`src/rtl/demux1x3_router.sv`:
```
// One-to-three stream distributor: each accepted beat is steered by in_sel into a
// one-entry registered buffer per output channel; select 2'b11 beats are dropped and counted.
module demux1x3_router #(
    parameter int DATA_W = 8,
    parameter int ERR_W  = 8
) (
    input  logic              clk,
    input  logic              rst,
    input  logic              in_valid,
    input  logic [DATA_W-1:0] in_data,
    input  logic [1:0]        in_sel,
    output logic              in_ready,
    output logic              out0_valid,
    output logic [DATA_W-1:0] out0_data,
    input  logic              out0_ready,
    output logic              out1_valid,
    output logic [DATA_W-1:0] out1_data,
    input  logic              out1_ready,
    output logic              out2_valid,
    output logic [DATA_W-1:0] out2_data,
    input  logic              out2_ready,
    output logic              err_flag,
    output logic [ERR_W-1:0]  err_count
);

    // Handshake: a beat moves on any interface in the cycle where its valid and
    // ready are both high at the rising edge; valid never waits on ready.

    localparam logic [1:0] SEL_ILLEGAL = 2'b11;

    logic [2:0]        buf_valid;
    logic [DATA_W-1:0] buf_data [3];
    logic [2:0]        ch_ready;
    logic [2:0]        wr;
    logic [2:0]        drain;
    logic              in_fire;
    logic              illegal_fire;

    assign ch_ready = {out2_ready, out1_ready, out0_ready};
    assign in_fire  = in_valid & in_ready;

    // Readiness looks only at the addressed channel so one stalled consumer
    // cannot hold up traffic bound for the others.
    always_comb begin
        in_ready = 1'b1;
        case (in_sel)
            2'd0:    in_ready = !buf_valid[0] | ch_ready[0];
            2'd1:    in_ready = !buf_valid[1] | ch_ready[1];
            2'd2:    in_ready = !buf_valid[2] | ch_ready[2];
            default: in_ready = 1'b1;
        endcase
    end

    assign illegal_fire = in_fire & (in_sel == SEL_ILLEGAL);

    for (genvar k = 0; k < 3; k++) begin : g_ch
        assign wr[k]    = in_fire & (in_sel == 2'(k));
        assign drain[k] = buf_valid[k] & ch_ready[k];

        // A write wins over a same-cycle drain so back-to-back beats leave no bubble.
        always_ff @(posedge clk or posedge rst) begin
            if (rst) begin
                buf_valid[k] <= 1'b0;
                buf_data[k]  <= '0;
            end else if (wr[k]) begin
                buf_valid[k] <= 1'b1;
                buf_data[k]  <= in_data;
            end else if (drain[k]) begin
                buf_valid[k] <= 1'b0;
            end
        end
    end

    always_ff @(posedge clk or posedge rst) begin
        if (rst) begin
            err_flag  <= 1'b0;
            err_count <= '0;
        end else if (illegal_fire) begin
            err_flag <= 1'b1;
            if (err_count != {ERR_W{1'b1}}) begin
                err_count <= err_count + 1'b1;
            end
        end
    end

    assign out0_valid = buf_valid[0];
    assign out0_data  = buf_data[0];
    assign out1_valid = buf_valid[1];
    assign out1_data  = buf_data[1];
    assign out2_valid = buf_valid[2];
    assign out2_data  = buf_data[2];

endmodule

```
`config.mk`:
```
export PLATFORM = sky130hd
export DESIGN_NAME = demux1x3_router
export DESIGN_NICKNAME = d
export VERILOG_FILES = /design/src/rtl/demux1x3_router.sv
export SDC_FILE = /design/constraint.sdc
export NUM_CORES = 1
export LEC_CHECK = 0
export CORE_MARGIN = 5
export CORE_UTILIZATION = 55
export DETAILED_ROUTE_END_ITERATION = 8
export DONT_BUFFER_PORTS = 1
export GPL_TIMING_DRIVEN = 0
export PLACE_DENSITY = 0.72
export SLEW_MARGIN = 30
export SYNTH_ARGS = -nofsm -noshare
export SYNTH_HDL_FRONTEND = slang
export SYNTH_SLANG_ARGS = --single-unit
export TNS_END_PERCENT = 20
```
`constraint.sdc`:
```
create_clock -name clk -period 1.5 [get_ports clk]
set_input_delay 0.225 -clock clk [delete_from_list [all_inputs] [get_ports clk]]
set_output_delay 0.225 -clock clk [all_outputs]
set_load 0.005 [all_outputs]
```
# Word level (Yosys, flattened, before mapping)
# Cells that the tools add are included.
# W data, S select, Z words.
[classes] reduce_logical=8 n_mux=7 bitwise=11 add_sub_neg=1 n_eq_ne=4
[ops] cell="$add A8 B1 Y8 const B" n=1
[ops] cell="$and A1 B1 Y1" n=8
[ops] cell="$ne A8 B8 Y1 const B" n=1
[ops] cell="$mux W1" n=6
[ops] cell="$reduce_bool A2 Y1" n=3
[ops] cell="$eq A2 B2 Y1 const B" n=2
[ops] cell="$logic_not A1 Y1" n=3
[ops] cell="$or A1 B1 Y1" n=3
[ops] cell="$pmux W1 S3" n=1
[ops] cell="$eq A2 B1 Y1 const B" n=1
[ops] cell="$logic_not A2 Y1" n=1
[ops] cell="$reduce_and A2 Y1" n=1
[totals] word_cells=39 inputBits=16 ff_bits=36 out_inout_bits=37

# Longest topological paths before layout
# Gate-level depths: netlist of the first run.
[depth] ltp_word=6 depth_mapped=4 ltp_nobuf=4

# Worst setup path before layout of the first run
# Ideal clock, no wire load.
[synth_timing] path_type="flip-flop to flip-flop" start="reg err_count[0]" end="reg err_count[1]" path_stages_with_launch=5 t_arrival_ns=1.373 path_slack_ns=0.002 setup_ns=0.125 t_required_ns=1.375 path_buffers=0 synth_period_minus_slack_ns=1.498 cell_sequence="dfrtp_1 ha_1 nand3_1 o21ai_0 mux2_2"
[synth_via] elab_chain_cells=2 elab_cells_between_ends=3 cone_classes="add/sub (1); eq/ne (1); reduce/logical (1)"
[synth_rtl] element="start, declared" line_no="23" rtl="output logic [ERR_W-1:0] err_count"
[synth_rtl] element="start signal, assigned" line_no="81" rtl="err_count <= err_count + 1'b1;"
[synth_rtl] element="branches (longest 2 deep; another with $add A8 B1 Y8)"
# Parallel ways; which one is timed is not known.
# A chain may end at the register's enable or synchronous reset.

# Worst setup path in the final report of the first run
[layout_timing] start="reg err_count[4]" end="reg err_count[1]"
[layout_via] elab_chain_cells=2
[layout_rtl] element="$ne A8 B8 Y1" line_no="80" rtl="if (err_count != {ERR_W{1'b1}}) begin"
[layout_rtl] element="$reduce_and A2 Y1 (no line)"
# No other way between the ends.

==> metrics.txt, run 1 <==
outcome=complete, no violations; largest area contributor in the netlist=dfrtp_1; CP Class=register to register; commonest non-fill, non-tap cell in the layout=dfrtp_1; multiplexer share of the synthesized area=21.8%; first-pass GRT wire length=4.93 mm; maximum vdd drop=0.954 mV; clk root buf=clkbuf_4; post-synthesis xor/xnor area fraction=1.76%; Least-Margin Pin Slew=0.720 ns; minimum setup slack in the final design=0.0475 ns; vias=893; CTS sink cnt=36; IO Port Bufs=0; share of cells above drive strength 1=41.3%; cells after synthesis=109; Rows=18; H-tree depth=2; post-synthesis to final-layout area growth=15.3%; Initial Utilization=58.7%; Worst EP arrival=1.68 ns; worst path required time=1.72 ns; unrepaired setup endpoints after global routing=yes; final WL=2.90 mm; fmax=688 MHz; pin count of the biggest net entering global routing=37; vias in the first global route=954; CORE AREA=2540 sq um; Clock Skew=0.0111 ns; most frequent cells in the layout=dfrtp_1, mux2_2, nand2_1, dlygate4sd3_1; Syn Nets=126; final setup fails=0; Vias/cell=5.72; Post-Layout Cell Count=156; post-synthesis simple-gate area fraction=10.4%; final period utilization=96.8%; DRC viols=0; mapped cell area=1490 sq um; synth unique cells=21; TritonCTS clock tree=built; Die Y=62.1 microns; met2 WL post-DR=1.61 mm; sequential area share after synthesis=60.3%; # diodes=0; R2R cell count=4; synthesized flop and latch total=36; drt initial violations=28; total power=0.00224 W; endpoints failing hold=0; routability cong.=0.819; Avg Inst Size Synth=13.7 sq um; Critical Path Source Type=register; Synth Area in Compound Gates=3.52%; nets@finish=143; Die X=62.1 microns; top post-synthesis cells by area=dfrtp_1, mux2_2, nand2b_1; WL met1=1.09 mm; All-Layer GR Usage=16.1%; max_cap viols=0; clk buf depth=2; max-slew violation count=0; Worst-path clk slew=0.11 ns; reg-to-reg endpoint=err_count[1]$_DFFE_PP0P_; Yosys Warn Count=0; hold depth=1; hold wc startpoint=in_data[0]; post-synth top area share=60.3%; largest family of logic cells by synthesized area=multiplexers; worst-path fanout max=5; dpl ws=-0.194 ns; met3 wire length=188 microns; remaining antenna violation count=0; slew margin rel.=52.0%; Initial DRT Pass Iterations=4; Critical R2R Launch=err_count[4]$_DFFE_PP0P_; Num CTS Buffers=5; die area=3860 sq um; post-detail-place hpwl=2.08 mm; R2R Setup Slk=0.05 ns; Worst setup EP type=register; hold endpoint=out1_data[0]$_DFFE_PP0P_; I/O pin count=53; max layer used=met4; Clock Latency Late Sink=0.33 ns; PD cells=1300 nW/um^2; Routed WL per cell=18.6 microns; leak pwr=0.722 nW; Placed Instances=139; worst hold path type=input port to register; total gr overflow=0; Synth Area in Adders=0.838%; shortest period the worst path allows=1.45 ns; initial antenna violation count=0
## cell usage after synthesis, drive strengths merged
master  number
dfrtp       36
mux2        28
nand2        6
o21ai        6
nand2b       5
and3         3
inv          3
nand3        3
nand4        3
xnor2        3
buf          2
nor3         2
a21boi       1
ha           1
mux2i        1
nand3b       1
nor2b        1
nor3b        1
nor4         1
o211ai       1
o21bai       1
## stage by stage
step	util (%)	area (sq um)	hold WS [ns]	TNS, ns
after floorplan	-	1490	0.376	0
after global placement	60.2	1530	0.377	-0.305
after detailed placement	60.2	1530	0.270	-0.417
after CTS	64.7	1650	0.0193	0
after global routing	67.7	1720	0.000161	-0.135
final	67.7	1720	0.0349	0
## registers in the layout, summed over array words and instances, names as in the netlist
signal      count
out1_valid      1
err_flag        1
err_count       8
out2_data       8
out0_data       8
out0_valid      1
out1_data       8
out2_valid      1
## kinds of logic after synthesis
family / after synthesis
adder cells (fa/ha/maj): 1
AND/OR/NAND/NOR: 26
XOR/XNOR: 3
AO/OA/AOI/OAI: 9
multiplexers: 29
buffers and inverters: 5
flip-flops: 36
## worst max-delay path by stage
stage               cells past startpoint  slack, ns                      from                       end
floorplan                               4      0.002  err_count[0]$_DFFE_PP0P_  err_count[1]$_DFFE_PP0P_
global placement                        4      -0.18  err_count[0]$_DFFE_PP0P_  err_count[1]$_DFFE_PP0P_
detailed placement                      4      -0.19  err_count[0]$_DFFE_PP0P_  err_count[1]$_DFFE_PP0P_
CTS                                     4       0.01  err_count[0]$_DFFE_PP0P_  err_count[1]$_DFFE_PP0P_
global route                            3      -0.02    out0_valid$_DFFE_PP0P_  out0_data[5]$_DFFE_PP0P_
finish                                  4       0.05  err_count[4]$_DFFE_PP0P_  err_count[1]$_DFFE_PP0P_
## power by group
part / total (W) / switching, W / internal, W
combinational: 0.000354 / 0.000142 / 0.000212
sequential: 0.00140 / 0.000217 / 0.00119
clock: 0.000482 / 0.000311 / 0.000171
## cell type report
class                      instances  area, sq um
tap                               30         37.5
buffer                             2         10.0
inverter                           3         11.3
timing repair buffer              10          103
multi-input combinational         68          604
clock buffer                       5         37.5
fill                             193          822
clock inverter                     2         12.5
sequential                        36          907
## metal layers
metal	up-vias	GRT usage, %
li1	418	-
met1	447	16.0
met2	24	28.0
met3	4	8.81
met4	0	5.69
met5	-	0
## worst max-delay path: stages, from the launching register on
cell and delay [ns]:
dfrtp_1 0.43, nand4_1 0.20, buf_4 0.21, o21ai_4 0.17
mux2_2 0.34
## repair_timing
action	4_1_cts	5_1_grt
gates resized for setup	7	5
setup endpoints to repair	10	10
buffers inserted	3	1
cloned	0	0
pin swaps	1	1
hold buffers	1	5
hold endpoints to repair	36	8
No activity file was read; power rests on OpenSTA's default activity.
==> run 2, diff against run 1 <==
- ABC_AREA: not set -> 0
- SLEW_MARGIN: 30 -> 20
==> results of run 2 <==
The final DEF is identical to that of run 1; final timing and power are the same.
